===== config.mk =====
export PLATFORM = sky130hd
export DESIGN_NAME = serial_tx_flat
export DESIGN_NICKNAME = d
export VERILOG_FILES = /design/src/rtl/serial_tx_if.sv /design/src/rtl/serial_tx.sv /design/src/flat_wrapper.sv
export SDC_FILE = /design/constraint.sdc
export NUM_CORES = 1
export LEC_CHECK = 0
export ABC_AREA = 1
export CORE_UTILIZATION = 55
export CTS_CLUSTER_SIZE = 10
export DETAILED_ROUTE_END_ITERATION = 7
export PLACE_DENSITY = 0.78
export SYNTH_ARGS = -nofsm -noshare
export SYNTH_HDL_FRONTEND = slang
export SYNTH_SLANG_ARGS = --single-unit

===== constraint.sdc =====
create_clock -name CLK_RX -period 2 [get_ports CLK_RX]
set_input_delay 0.4 -clock CLK_RX [delete_from_list [all_inputs] [get_ports CLK_RX]]
set_output_delay 0.4 -clock CLK_RX [all_outputs]
set_load 0.01 [all_outputs]

===== src/rtl/serial_tx_if.sv =====
// Host-side handshake and serial line of the UART transmitter.
// The host drives DATA/WR; the transmitter returns WR_ACK, TX and BUSY.
interface serial_tx_if;
    logic [7:0] DATA;
    logic       WR;
    logic       WR_ACK;
    logic       TX;
    logic       BUSY;

    modport master (output DATA, output WR, input WR_ACK, input TX, input BUSY);
    modport slave  (input DATA, input WR, output WR_ACK, output TX, output BUSY);
endinterface


===== src/rtl/serial_tx.sv =====
// UART transmitter on the 16x oversampling clock: synchronized request/acknowledge
// intake into a one-byte holding register, then start/data/parity/stop framing LSB first.
module serial_tx #(
    parameter int OVERSAMPLE = 16,
    parameter int PARITY     = 0,
    parameter int STOP_BITS  = 1
) (
    input  logic       CLK_RX,
    input  logic       RST,
    serial_tx_if.slave bus
);

    typedef enum logic [2:0] {
        ST_IDLE   = 3'd0,
        ST_START  = 3'd1,
        ST_DATA   = 3'd2,
        ST_PARITY = 3'd3,
        ST_STOP   = 3'd4
    } state_t;

    localparam logic [3:0] TICK_RELOAD = 4'(OVERSAMPLE - 1);
    localparam logic       LAST_STOP   = 1'(STOP_BITS - 1);
    localparam logic       PARITY_EN   = (PARITY != 0);
    localparam logic       PARITY_ODD  = (PARITY == 2);

    function automatic logic parity_bit(input logic [7:0] byte_v, input logic odd_v);
        return (^byte_v) ^ odd_v;
    endfunction

    state_t     state_r;
    logic       wr_s1_r;
    logic       wr_s2_r;
    logic [7:0] hold_r;
    logic       hold_full_r;
    logic [7:0] shift_r;
    logic       par_r;
    logic [3:0] tick_r;
    logic [2:0] bit_cnt_r;
    logic       stop_cnt_r;
    logic       tx_r;
    logic       wr_ack_r;
    logic       busy_r;

    logic tick_done_s;
    logic stop_last_s;
    logic accept_s;
    logic load_s;
    logic hold_full_nxt_s;
    logic idle_nxt_s;

    // Intake and shifter-load decisions; BUSY is built from the same next values
    always_comb begin
        tick_done_s     = (tick_r == 4'd0);
        stop_last_s     = (state_r == ST_STOP) && tick_done_s && (stop_cnt_r == LAST_STOP);
        accept_s        = wr_s2_r && !wr_ack_r && !hold_full_r;
        load_s          = hold_full_r && ((state_r == ST_IDLE) || stop_last_s);
        hold_full_nxt_s = accept_s || (hold_full_r && !load_s);
        idle_nxt_s      = !hold_full_r && ((state_r == ST_IDLE) || stop_last_s);
    end

    // Synchronizer, handshake, holding register and framing FSM
    always_ff @(posedge CLK_RX) begin
        if (!RST) begin
            state_r     <= ST_IDLE;
            wr_s1_r     <= 1'b0;
            wr_s2_r     <= 1'b0;
            hold_r      <= 8'd0;
            hold_full_r <= 1'b0;
            shift_r     <= 8'd0;
            par_r       <= 1'b0;
            tick_r      <= 4'd0;
            bit_cnt_r   <= 3'd0;
            stop_cnt_r  <= 1'b0;
            tx_r        <= 1'b1;
            wr_ack_r    <= 1'b0;
            busy_r      <= 1'b0;
        end else begin
            wr_s1_r     <= bus.WR;
            wr_s2_r     <= wr_s1_r;
            hold_full_r <= hold_full_nxt_s;
            busy_r      <= hold_full_nxt_s || !idle_nxt_s;

            // ACK rises on accept and drops only once the synchronized request is low
            if (accept_s) begin
                wr_ack_r <= 1'b1;
                hold_r   <= bus.DATA;
            end else if (!wr_s2_r) begin
                wr_ack_r <= 1'b0;
            end else begin
                wr_ack_r <= wr_ack_r;
            end

            case (state_r)
                ST_IDLE: begin
                    if (load_s) begin
                        state_r <= ST_START;
                        tick_r  <= TICK_RELOAD;
                        shift_r <= hold_r;
                        par_r   <= parity_bit(hold_r, PARITY_ODD);
                        tx_r    <= 1'b0;
                    end else begin
                        tx_r    <= 1'b1;
                    end
                end
                ST_START: begin
                    if (tick_done_s) begin
                        state_r   <= ST_DATA;
                        tick_r    <= TICK_RELOAD;
                        bit_cnt_r <= 3'd0;
                        tx_r      <= shift_r[0];
                    end else begin
                        tick_r    <= tick_r - 4'd1;
                    end
                end
                ST_DATA: begin
                    if (!tick_done_s) begin
                        tick_r <= tick_r - 4'd1;
                    end else if (bit_cnt_r != 3'd7) begin
                        tick_r    <= TICK_RELOAD;
                        bit_cnt_r <= bit_cnt_r + 3'd1;
                        shift_r   <= {1'b0, shift_r[7:1]};
                        tx_r      <= shift_r[1];
                    end else if (PARITY_EN) begin
                        state_r <= ST_PARITY;
                        tick_r  <= TICK_RELOAD;
                        tx_r    <= par_r;
                    end else begin
                        state_r    <= ST_STOP;
                        tick_r     <= TICK_RELOAD;
                        stop_cnt_r <= 1'b0;
                        tx_r       <= 1'b1;
                    end
                end
                ST_PARITY: begin
                    if (tick_done_s) begin
                        state_r    <= ST_STOP;
                        tick_r     <= TICK_RELOAD;
                        stop_cnt_r <= 1'b0;
                        tx_r       <= 1'b1;
                    end else begin
                        tick_r     <= tick_r - 4'd1;
                    end
                end
                ST_STOP: begin
                    // A byte waiting in the holding register starts immediately, no idle cycle
                    if (!tick_done_s) begin
                        tick_r <= tick_r - 4'd1;
                    end else if (stop_cnt_r != LAST_STOP) begin
                        tick_r     <= TICK_RELOAD;
                        stop_cnt_r <= 1'b1;
                    end else if (load_s) begin
                        state_r <= ST_START;
                        tick_r  <= TICK_RELOAD;
                        shift_r <= hold_r;
                        par_r   <= parity_bit(hold_r, PARITY_ODD);
                        tx_r    <= 1'b0;
                    end else begin
                        state_r <= ST_IDLE;
                        tx_r    <= 1'b1;
                    end
                end
                default: begin
                    state_r <= ST_IDLE;
                    tick_r  <= 4'd0;
                    tx_r    <= 1'b1;
                end
            endcase
        end
    end

    assign bus.TX     = tx_r;
    assign bus.WR_ACK = wr_ack_r;
    assign bus.BUSY   = busy_r;

endmodule


===== src/flat_wrapper.sv =====
// flat-port wrapper written by rule: the top's interface ports become plain ports
module serial_tx_flat 
#(
    parameter int OVERSAMPLE = 16,
    parameter int PARITY     = 0,
    parameter int STOP_BITS  = 1
)
  (CLK_RX, RST, bus_DATA, bus_WR, bus_WR_ACK, bus_TX, bus_BUSY);
  serial_tx_if bus_i ();
  input  logic CLK_RX;
  input  logic RST;
  input wire logic [$bits(bus_i.DATA)-1:0] bus_DATA;
  input wire logic [$bits(bus_i.WR)-1:0] bus_WR;
  output wire logic [$bits(bus_i.WR_ACK)-1:0] bus_WR_ACK;
  output wire logic [$bits(bus_i.TX)-1:0] bus_TX;
  output wire logic [$bits(bus_i.BUSY)-1:0] bus_BUSY;
  assign bus_i.DATA = bus_DATA;
  assign bus_i.WR = bus_WR;
  assign bus_WR_ACK = bus_i.WR_ACK;
  assign bus_TX = bus_i.TX;
  assign bus_BUSY = bus_i.BUSY;
  serial_tx #(.OVERSAMPLE(OVERSAMPLE), .PARITY(PARITY), .STOP_BITS(STOP_BITS)) u_core (.CLK_RX(CLK_RX), .RST(RST), .bus(bus_i));
endmodule

==> qor.yml <==
skew_ps: 10.7
vias: 1436
fmax_mhz: 590
drt_iter0_drc: 32
synth_seq_cells: 32
ys_seq_area_share_pct: 40.0
syn_inst: 233
clk_latency_ps: 340
ioPinCount: 14
die_w_um: 56.0
met3_usage_pct: 6.98
leakage_nw: 0.850
antenna_found_initial: 0
start_kind: "register"
multi_input_area_um2: 836
hpwl_um: 2120
end_kind: "output pin"
tightest_slew_ps: 389
maxCapViolCount: 0
slew_headroom_pct: 74.0
holdBufCountCts: 0
drc: 0
drv_slew: 0
cts_buffer_depth: 2
seqCellArea_um2: 641
clkTransAtPathRegs_ps: 90
final_nets: 265
grt-ovfl-total: 0
gp_routability_congestion: 0.878
track_usage_pct: 21.7
min_period_ps: 1690
worst-path-buf-inv: 1
tns_ps: 0
gr-usage-met2_pct: 31.8
cts_root_buf: "clkbuf_4"
dpl_cell_area_mm2: 0.00176
crit_arrival_ps: 1290
hp-class: "reg -> reg"
ir_drop_mv: 0.788
yosysUniqueCellTypes: 24
post-route-period-util_pct: 84.7
reg2reg_depth: 10
grt_pass1_vias: 1217
cpMaxStageDelayCell: "clkdlybuf4s50_1"
core_area_mm2: 0.00276
synth_nets: 247
numPlacedInstances: 275
cpPeakStageDelay_ps: 570
grt_max_degree: 19
portBuffers: 13
power_density_mw_per_mm2: 704
setup_violations: 0
finish.instance_area_mm2: 0.00182
fin_cells: 283
busiest_layer: "met2"
ctsHtreeMaxLevel: 2
area_delta_synth_final_pct: 13.3
num_antenna_cells: 0
initial_core_util_pct: 58.1
crit_required_ps: 1600
grt_pass1_wl_um: 5240
min_path_cells: 2
wl_um: 2960
vias_per_cell: 5.07
route.antenna.remaining_nets: 0
worstSetupPathDepth: 1
dr.pass1.iters: 4
rows: 19
hold_viol: 0
crit_chain: "clkdlybuf4s50_1"
cts_made_buffers: 5
cts_setup_buffers: 0
use_met1_pct: 28.9
cp_top_family: "buffers and inverters"
wl_per_cell_um: 10.5
whs_ps: 423
drive_gt1_share_pct: 8.73
fillers: 255
worst-setup-path-type: "reg -> out"
post_cts_resized: 0
cts_tree: "yes"
dieArea_mm2: 0.00313
netlist_area_mm2: 0.00160
clkSinkCount: 32
status: "completed"
grt_setup_unrepaired: "false"
die_h_um: 56.0
cp_max_fo: 3
syn_area_per_cell_um2: 6.88
ys_warn_count: 0
## layout by cell type (no fill, tap or decap), drive strengths merged
cell,synthesis,layout
a21oi,17,17
buf,4,3
clkbuf,1,8
clkdlybuf4s50,0,13
clkinv,1,1
dfxtp,32,32
ha,3,3
inv,23,23
nand2,64,64
nand3,8,8
nand3b,7,7
nor2,47,47
nor3,3,3
o21ai,21,21
xor2,2,2
## kinds of logic (layout without fill, tap and decap cells)
group,after synthesis,count (layout),share of synthesized area [%]
AOI/OAI and AO/OA,38,38,12.8
xor gates and xnor gates,2,2,1.09
adders and majority gates,3,3,2.34
buffers and inverters,29,48,7.88
DFF,32,32,40.0
and+or+nand+nor,129,129,35.9
## synthesized netlist by cell type, drive strengths merged
cell     n  share of area, %
nand2   64                17
nor2    47                12
dfxtp   32                40
inv     23               5.4
o21ai   21               6.6
a21oi   17               6.2
nand3    8               2.8
nand3b   7               3.3
buf      4               2.0
ha       3               2.3
nor3     3               1.6
xor2     2               1.1
clkbuf   1              0.23
clkinv   1              0.23
## area by class of cell
| class | instances | area share (%) |
|---|---|---|
| Multi-Input combinational cell | 172 | 46.0 |
| Tap cell | 31 | 2.13 |
| Clock buffer | 8 | 3.24 |
| Inverter | 24 | 4.96 |
| Timing Repair Buffer | 16 | 8.40 |
| Sequential cell | 32 | 35.3 |
## metrics by stage
step | power, mW | utilization, % | worst slack [ps]
2_1_floorplan | 0.850 | - | 548
3_3_place_gp | 0.904 | 63.7 | 383
3_5_place_dp | 0.906 | 63.7 | 370
4_1_cts | 1.29 | 65.9 | 280
5_1_grt | 1.35 | 65.9 | 147
6_report | 1.28 | 65.9 | 305
## power breakdown
part / internal (mW) / switching, mW
combinational: 0.0849 / 0.122
sequential: 0.663 / 0.0236
clock: 0.173 / 0.212
total: 0.921 / 0.358
## per-layer routing
| metal | vias to the layer above | share of wire (%) |
|---|---|---|
| met2 | 33 | 44 |
| met3 | 6 | 5.1 |
| met1 | 624 | 49 |
| met5 | - | 0 |
| li1 | 773 | - |
| met4 | 0 | 1.8 |
## worst min-delay path, stage by stage (launching register included)
cell and delay (ps):
dfxtp_1 320, nand2_1 50, inv_1 40
## state kept, by name, indices dropped and copies added (netlist names)
name / flops
u_core.wr_s1_r: 1
u_core.bus.WR_ACK: 1
u_core.bus.BUSY: 1
u_core.tick_r: 4
u_core.hold_full_r: 1
u_core.wr_s2_r: 1
u_core.state_r: 3
u_core.shift_r: 8
u_core.bit_cnt_r: 3
u_core.hold_r: 8
u_core.bus.TX: 1
## final timing paths
path,startpoint,to,slack (ps)
hold / removal,u_core.wr_s1_r$_SDFF_PN0_,u_core.wr_s2_r$_SDFF_PN0_,420
setup / recovery,u_core.bus.WR_ACK$_SDFFE_PN0P_,bus_WR_ACK,310
hold reg to reg,u_core.wr_s1_r$_SDFF_PN0_,u_core.wr_s2_r$_SDFF_PN0_,420
setup reg to reg,u_core.tick_r[0]$_SDFF_PN0_,u_core.shift_r[7]$_SDFFE_PN0P_,340
Power figures use the tool's default switching activity.
